[src/rtl/ram_dp_arbiter_4req.sv]
// Four-requester arbiter in front of a true dual-port, write-first RAM.
// Grants up to two requests per cycle (port A, port B) in round-robin order,
// suppresses same-address collisions that involve a write, and routes the
// RAM's one-cycle-latency read data back to the requester that issued it.
module ram_dp_arbiter_4req #(
  parameter int unsigned ADDR_W = 10,
  parameter int unsigned DATA_W = 32,
  parameter int unsigned CNT_W  = 16
) (
  input  logic                  clk,
  input  logic                  rst,
  input  logic [3:0]            req,
  input  logic [3:0]            we,
  input  logic [4*ADDR_W-1:0]   addr,
  input  logic [4*DATA_W-1:0]   din,
  output logic [3:0]            gnt,
  output logic [3:0]            rvalid,
  output logic [4*DATA_W-1:0]   rdata,
  output logic                  ram_weA,
  output logic                  ram_weB,
  output logic [ADDR_W-1:0]     ram_addrA,
  output logic [ADDR_W-1:0]     ram_addrB,
  output logic [DATA_W-1:0]     ram_dinA,
  output logic [DATA_W-1:0]     ram_dinB,
  input  logic [DATA_W-1:0]     ram_doutA,
  input  logic [DATA_W-1:0]     ram_doutB,
  output logic [CNT_W-1:0]      conflict_cnt
);

  localparam int unsigned NREQ = 4;
  localparam int unsigned ID_W = 2;

  logic [ID_W-1:0]   ptr;
  logic              tag_a_valid, tag_b_valid;
  logic [ID_W-1:0]   tag_a_id, tag_b_id;
  logic [DATA_W-1:0] rdata_q [NREQ];

  logic [ADDR_W-1:0] addr_arr [NREQ];
  logic [DATA_W-1:0] din_arr  [NREQ];
  logic              a_hit, b_hit, skip;
  logic [ID_W-1:0]   a_id, b_id, idx;
  logic              a_act, b_act;

  // Unpack the per-requester address and write-data buses
  always_comb begin
    for (int unsigned i = 0; i < NREQ; i++) begin
      addr_arr[i] = addr[i*ADDR_W +: ADDR_W];
      din_arr[i]  = din[i*DATA_W +: DATA_W];
    end
  end

  // Round-robin scan: first requester wins A, next non-colliding one wins B
  always_comb begin
    a_hit = 1'b0;
    b_hit = 1'b0;
    skip  = 1'b0;
    a_id  = '0;
    b_id  = '0;
    idx   = '0;
    for (int unsigned k = 0; k < NREQ; k++) begin
      idx = ptr + ID_W'(k);
      if (!a_hit) begin
        if (req[idx]) begin
          a_hit = 1'b1;
          a_id  = idx;
        end
      end else if (!b_hit && req[idx]) begin
        if ((addr_arr[idx] == addr_arr[a_id]) && (we[idx] || we[a_id])) begin
          skip = 1'b1;
        end else begin
          b_hit = 1'b1;
          b_id  = idx;
        end
      end
    end
  end

  assign a_act = a_hit & ~rst;
  assign b_act = b_hit & ~rst;

  // Grant vector and RAM port drive; an idle port is driven to all zeros
  always_comb begin
    gnt       = '0;
    ram_weA   = 1'b0;
    ram_addrA = '0;
    ram_dinA  = '0;
    ram_weB   = 1'b0;
    ram_addrB = '0;
    ram_dinB  = '0;
    if (a_act) begin
      gnt[a_id] = 1'b1;
      ram_weA   = we[a_id];
      ram_addrA = addr_arr[a_id];
      ram_dinA  = din_arr[a_id];
    end
    if (b_act) begin
      gnt[b_id] = 1'b1;
      ram_weB   = we[b_id];
      ram_addrB = addr_arr[b_id];
      ram_dinB  = din_arr[b_id];
    end
  end

  // Pointer, read tags, held return data and saturating collision counter
  always_ff @(posedge clk or posedge rst) begin
    if (rst) begin
      ptr          <= '0;
      tag_a_valid  <= 1'b0;
      tag_b_valid  <= 1'b0;
      tag_a_id     <= '0;
      tag_b_id     <= '0;
      conflict_cnt <= '0;
      for (int unsigned i = 0; i < NREQ; i++) rdata_q[i] <= '0;
    end else begin
      if (b_act)      ptr <= b_id + ID_W'(1);
      else if (a_act) ptr <= a_id + ID_W'(1);

      tag_a_valid <= a_act & ~we[a_id];
      tag_a_id    <= a_id;
      tag_b_valid <= b_act & ~we[b_id];
      tag_b_id    <= b_id;

      if (tag_a_valid) rdata_q[tag_a_id] <= ram_doutA;
      if (tag_b_valid) rdata_q[tag_b_id] <= ram_doutB;

      if (skip && (conflict_cnt != {CNT_W{1'b1}})) conflict_cnt <= conflict_cnt + CNT_W'(1);
    end
  end

  // Return path: a tagged slot shows live RAM output, others hold their last value
  always_comb begin
    rvalid = '0;
    for (int unsigned i = 0; i < NREQ; i++) begin
      rdata[i*DATA_W +: DATA_W] = rdata_q[i];
      if (tag_a_valid && (tag_a_id == ID_W'(i))) begin
        rvalid[i]                 = 1'b1;
        rdata[i*DATA_W +: DATA_W] = ram_doutA;
      end
      if (tag_b_valid && (tag_b_id == ID_W'(i))) begin
        rvalid[i]                 = 1'b1;
        rdata[i*DATA_W +: DATA_W] = ram_doutB;
      end
    end
  end

endmodule

[config.mk]
export PLATFORM = sky130hd
export DESIGN_NAME = ram_dp_arbiter_4req
export DESIGN_NICKNAME = d
export VERILOG_FILES = /design/src/rtl/ram_dp_arbiter_4req.sv
export SDC_FILE = /design/constraint.sdc
export NUM_CORES = 1
export LEC_CHECK = 0
export BUFFER_PORTS_ARGS = -buffer_cell sky130_fd_sc_hd__buf_2
export CAP_MARGIN = 20
export CORE_AREA = 2 2 187 189
export CTS_BUF_LIST = sky130_fd_sc_hd__clkbuf_16
export DETAILED_ROUTE_END_ITERATION = 7
export DIE_AREA = 0 0 189 191
export GPL_ROUTABILITY_DRIVEN = 0
export PLACE_DENSITY = 0.73
export SLEW_MARGIN = 20
export SYNTH_ARGS = -nofsm -noshare
export SYNTH_HDL_FRONTEND = slang
export SYNTH_SLANG_ARGS = --single-unit
[constraint.sdc]
create_clock -name clk -period 13.5 [get_ports clk]
set_input_delay 2.025 -clock clk [delete_from_list [all_inputs] [get_ports clk]]
set_output_delay 2.025 -clock clk [all_outputs]
set_load 0.005 [all_outputs]
# Yosys cells after proc, flatten, opt, wreduce, memory -nomap -nowiden
# Cells that the tools add are included.
dict set report totals {
  ramBits 0
  ff_bits 152
  romBits 0
  word_cells 226
  mem_count 0
  latch_bits 0
}
dict set report op_classes {
  shifts 0
  order_cmp 23
  reduce_logical 26
  mul 0
  add_sub_neg 6
  bitwise_logic 18
  n_div 0
  n_mux 133
  n_eq_ne 10
}
# op n
set ops {}
lappend ops {{$mux 32} 16}
lappend ops {{$bwmux 128} 2}
lappend ops {{$mux 128} 2}
lappend ops {{$mux 10} 18}
lappend ops {{$bmux 10 s2} 8}
lappend ops {{$bmux 32 s2} 2}
lappend ops {{$demux 32 s2} 2}
lappend ops {{$mux 1} 49}
lappend ops {{$mux 2} 18}
lappend ops {{$eq 10x10->1} 3}
lappend ops {{$ge 3x3->1 const B} 10}
lappend ops {{$not 2->3} 10}
lappend ops {{$lt 2x3->1 const B} 9}
lappend ops {{$bmux 1 s2} 12}
lappend ops {{$logic_and 1x1->1} 18}
lappend ops {{$add 16x1->16 const B} 1}
lappend ops {{$ne 16x16->1 const B} 1}
lappend ops {{$eq 2x2->1 const B} 4}
lappend ops {{$mux 4} 2}
lappend ops {{$add 2x1->2 const B} 3}
lappend ops {{$lt 3x1->1 const B} 2}
lappend ops {{$add 2x2->2 const B} 2}
lappend ops {{$and 1x1->1} 4}
lappend ops {{$demux 1 s2} 2}
lappend ops {{other kinds (8)} 16}

# Logic depth before layout (Yosys ltp)
dict set report logic_depth {
  word_depth 26
  mapped_depth 19
}

# Least setup slack after synthesis
# Ideal clock, no wire load.
dict set report synth_timing {
  path_type {input -> output}
  from {in rst}
  to {out ram_addrA[0]}
  t_arrival_ns 6.526
  cell_stages 5
  slack_ns 4.949
  n_path_buf 2
  path_cell_list {inv_1 -> o21ai_1 -> clkbuf_1 -> clkbuf_1 -> a211oi_1}
}
dict set report synth_between {
  elab_chain_cells 3
}
# item line_no
set synth_lines {}
lappend synth_lines {{from (decl)} 11} ;# input logic rst,
lappend synth_lines {{$not 1->1} 78} ;# assign a_act = a_hit & ~rst;
lappend synth_lines {{$and 1x1->1} 78}
lappend synth_lines {{$mux 10} 90} ;# if (a_act) begin
lappend synth_lines {{to (decl)} 21} ;# output logic [ADDR_W-1:0] ram_addrA,
# Every way passes these cells.

# Worst setup path in the final report
dict set report layout_timing {
  from {in req[2]}
  to {out ram_addrB[7]}
}
dict set report layout_between {
  elab_chain_cells 25
  word_cells_on_any_way 73
}
# item line_no
set layout_lines {}
lappend layout_lines {{from (decl)} 12} ;# input logic [3:0] req,
lappend layout_lines {{$bmux 1 s2} --}
lappend layout_lines {{$mux 1 (implied by the code)} 63} ;# if (req[idx]) begin
lappend layout_lines {{$mux 2} 63}
lappend layout_lines {{$not 2->3 (implied by the code)} 68} ;# if ((addr_arr[idx] == addr_arr[a_id]) && (we[idx] || we[a_id])) begin
lappend layout_lines {{$bmux 10 s2} 68}
lappend layout_lines {{$mux 10 (implied by the code) (2 in series)} 68}
lappend layout_lines {{$eq 10x10->1} 68}
lappend layout_lines {{$logic_and 1x1->1} 68}
lappend layout_lines {{(+7 left out)} --}
lappend layout_lines {{$logic_not 1->1} 67} ;# end else if (!b_hit && req[idx]) begin
lappend layout_lines {{$logic_and 1x1->1} 67}
lappend layout_lines {{$mux 2} 67}
lappend layout_lines {{$mux 2} 62} ;# if (!a_hit) begin
lappend layout_lines {{$not 2->3 (implied by the code)} 99} ;# ram_addrB = addr_arr[b_id];
lappend layout_lines {{$bmux 10 s2} 99}
lappend layout_lines {{$mux 10 (implied by the code) (2 in series)} 99}
lappend layout_lines {{$mux 10 *} 96} ;# if (b_act) begin
lappend layout_lines {{to (decl)} 22} ;# output logic [ADDR_W-1:0] ram_addrB,
# Every way passes the cells marked *; elsewhere a longest branch is shown, timed or not. The select of a mux whose other input is x is not followed.

==> results by group <==
Worst hold path
  • Hold path start: conflict_cnt[3]$_DFFE_PP0P_
  • Worst hold path class: register to register

Clocking
  • Root buffer cell: clkbuf_16
  • Cts bufs inserted: 17
  • TritonCTS clock tree: built
  • Post-CTS Setup Inserts: 0
  • Post-CTS Resized: 0
  • Clock transition at path regs: 0.07 ns
  • H-tree depth: 4
  • CTS max path bufs: 2
  • Clk_lat worst skew: 0.45 ns
  • Clock Sinks: 152
  • Hold_buf cts: 0

Cells and area
  • Area Growth Syn to Fin: 16.1%
  • Commonest non-fill, non-tap cell in the layout: buf_2
  • Share of layout cells above drive strength 1: 26.9%
  • Final std cells w/o fill: 2,854
  • Most frequent cells in the layout: buf_2, o21ai_0, mux2i_1
  • Nets: 2,628
  • Fill count: 3,159

Routing
  • Vias: 19,297
  • Antenna-violating nets left: 0
  • DRT Wirelength: 67,100 microns
  • 1st-pass router iterations: 7
  • DRT iter0 DRCs: 2,356
  • Vias per cell: 6.76
  • Routed length per instance: 23.5 microns
  • Remaining DRCs: 0

Die
  • Initial Util: 49.1%
  • Die ar.: 36,100 sq um
  • Ports: 480
  • Die height: 191 microns
  • Die span in x: 189 microns
  • Core area: 34,100 sq um
  • # rows: 68

Yosys
  • Synthesized Nets: 2,354
  • Top FF cell, synth: dfrtp_1
  • Sequential-to-total area share from yosys stat: 22.7%
  • Ys async rst share: 100%
  • Post-Synthesis Cell Area: 16,700 sq um
  • YS warnings: 0
  • Mean Syn Cell Area: 7.93 sq um
  • Count of flip-flops with a built-in enable after synthesis: 0
  • Cells after Synth: 2,111
  • Flops & latches, synth: 152
  • Synth unique cells: 95

STA
  • Final hold slack: 0.496 ns
  • Final period util: 71.7%
  • Setup TNS Final: 0 ns
  • Post-route setup slack: 3.81 ns
  • Worst-Margin Slew: 1.08 ns
  • Final Max Tran Viols: 0
  • Hold Vio Cnt, Final: 0
  • Slew headroom: 27.7%
  • F_max: 103 MHz
  • Clk_skew: 0.0193 ns
  • Final worst path period need: 9.69 ns
  • RSZ-0062 raised after global routing: no
  • # setup viols final: 0

Placement
  • HPWL after DPL: 45,500 microns
  • Port-buffer cells: 479
  • Pre-CTS setup slack: 3.98 ns
  • Cells after DPL: 2,821

Global routing
  • Initial antenna violation count: 4
  • First-pass GRT wire length: 101,000 microns
  • Vias in the first global route: 17,843
  • Global route overflow: 0
  • Gr usage total: 35.5%
  • Largest net degree at the start of global routing: 196

Power
  • Flop pwr share: 17.5%
  • LEAKAGE: 8.55 nW
  • Net Sw Frac: 51.8%
  • PwrDens: 234 nW/um^2
  • Maximum VDD drop: 0.177 mV
  • Gate power share: 71.7%
  • Internal: 2.19 mW
  • NetSw: 2.36 mW
  • Clock share of power: 10.8%

Critical path
  • Critical Path AT: 7.66 ns
  • FF-to-FF Start: ptr[0]$_DFFE_PP0P_
  • WS Path Type: input pin to output pin
  • Internal reg-to-reg setup slack: 6.78 ns
  • Worst setup SP type: input pin
  • CP Max Fanout: 57
  • CP Launch Point: req[2]
  • Worst EP required: 11.48 ns
  • CP endpoint kind: output pin

Flow run
  • Max_cap viols: 0

Outcome
  • Result of the run: finished, final reports clean
==> routing by layer <==
metal	GRT usage [%]	vias to the layer above	wire [microns]
met5	0	-	13
met4	23.3	2	4700
met3	8.04	309	7520
li1	-	8567	-
met2	56.4	1311	29900
met1	43.2	9108	24900
==> power by group through the flow <==
| stage | logic (mW) | clock network [mW] | registers, mW |
|---|---|---|---|
| after floorplan | 2.29 | 0 | 0.733 |
| after global placement | 3.11 | 0 | 0.784 |
| after detailed placement | 3.17 | 0 | 0.798 |
| after CTS | 3.19 | 0.502 | 0.790 |
| after global routing | 3.51 | 0.520 | 0.814 |
| final | 3.26 | 0.491 | 0.794 |
==> critical path, stage by stage <==
cell and delay, ns:
buf_2 0.42, nand4bb_1 0.63, nand2_1 0.63, a2111oi_0 0.19, a2111oi_0 0.38, and4bb_1 0.30
a41o_2 0.19, buf_4 0.60, o211a_1 0.62, buf_4 0.46, o32ai_1 0.12, a2111oi_0 0.61
o21a_1 0.26, buf_2 0.15
==> through the flow <==
step / total power, mW / util, % / cell area, sq um
after floorplan: 3.03 / - / 16700
after global placement: 3.89 / 55.2 / 18800
after detailed placement: 3.97 / 55.2 / 18800
after CTS: 4.48 / 57.0 / 19400
after global routing: 4.84 / 57.0 / 19400
final: 4.55 / 57.0 / 19400
==> logic make-up after synthesis <==
family | share of synthesized area (%)
xor gates and xnor gates | 1.73
DFF | 22.7
buffers and inverters | 7.53
and+or+nand+nor | 17.4
adders and majority gates | 0.135
AOI/OAI and AO/OA | 33.5
muxes | 17.1
==> synthesized netlist by cell type (20+ instances only) <==
cell type / number / area (sq um)
nor2_1: 99 / 372
nand2_1: 212 / 796
o21ai_0: 308 / 1540
a211oi_1: 154 / 1160
clkbuf_1: 148 / 556
and2_1: 47 / 294
o211ai_1: 45 / 338
buf_2: 58 / 290
xor2_1: 22 / 193
mux4_2: 20 / 450
a311oi_1: 21 / 184
a21oi_1: 56 / 280
o21a_1: 23 / 173
nor3_1: 55 / 275
o32ai_1: 40 / 350
dfrtp_1: 152 / 3800
a2111oi_0: 30 / 263
nand3_1: 29 / 145
nand2b_1: 44 / 275
mux2i_1: 214 / 2140
==> layout make-up <==
cell class / instances / area, sq um / area share, %
multi-input cells: 1691 / 11800 / 60.6
diodes: 1 / 2.50 / 0.0129
repair buffers: 506 / 2610 / 13.4
clock inverters: 15 / 166 / 0.856
inverters: 17 / 73.8 / 0.380
clock buffers: 17 / 425 / 2.19
flip-flops and latches: 152 / 3810 / 19.6
well taps: 455 / 569 / 2.93
==> path summary, 6_finish.rpt <==
path,cells after the start,to
setup / recovery,14,ram_addrB[7]
setup reg to reg,13,tag_b_valid$_DFF_PP0_
hold reg to reg,1,conflict_cnt[3]$_DFFE_PP0P_
hold / removal,1,conflict_cnt[3]$_DFFE_PP0P_
min in group asynchronous,2,tag_a_valid$_DFF_PP0_
max in group asynchronous,3,rdata_q[24]$_DFF_PP0_
==> registers in the layout, summed over array words and instances (netlist names) <==
name / cells
tag_b_valid: 1
tag_a_valid: 1
tag_b_id: 2
tag_a_id: 2
ptr: 2
conflict_cnt: 16
rdata_q: 128
Power figures use the tool's default switching activity.
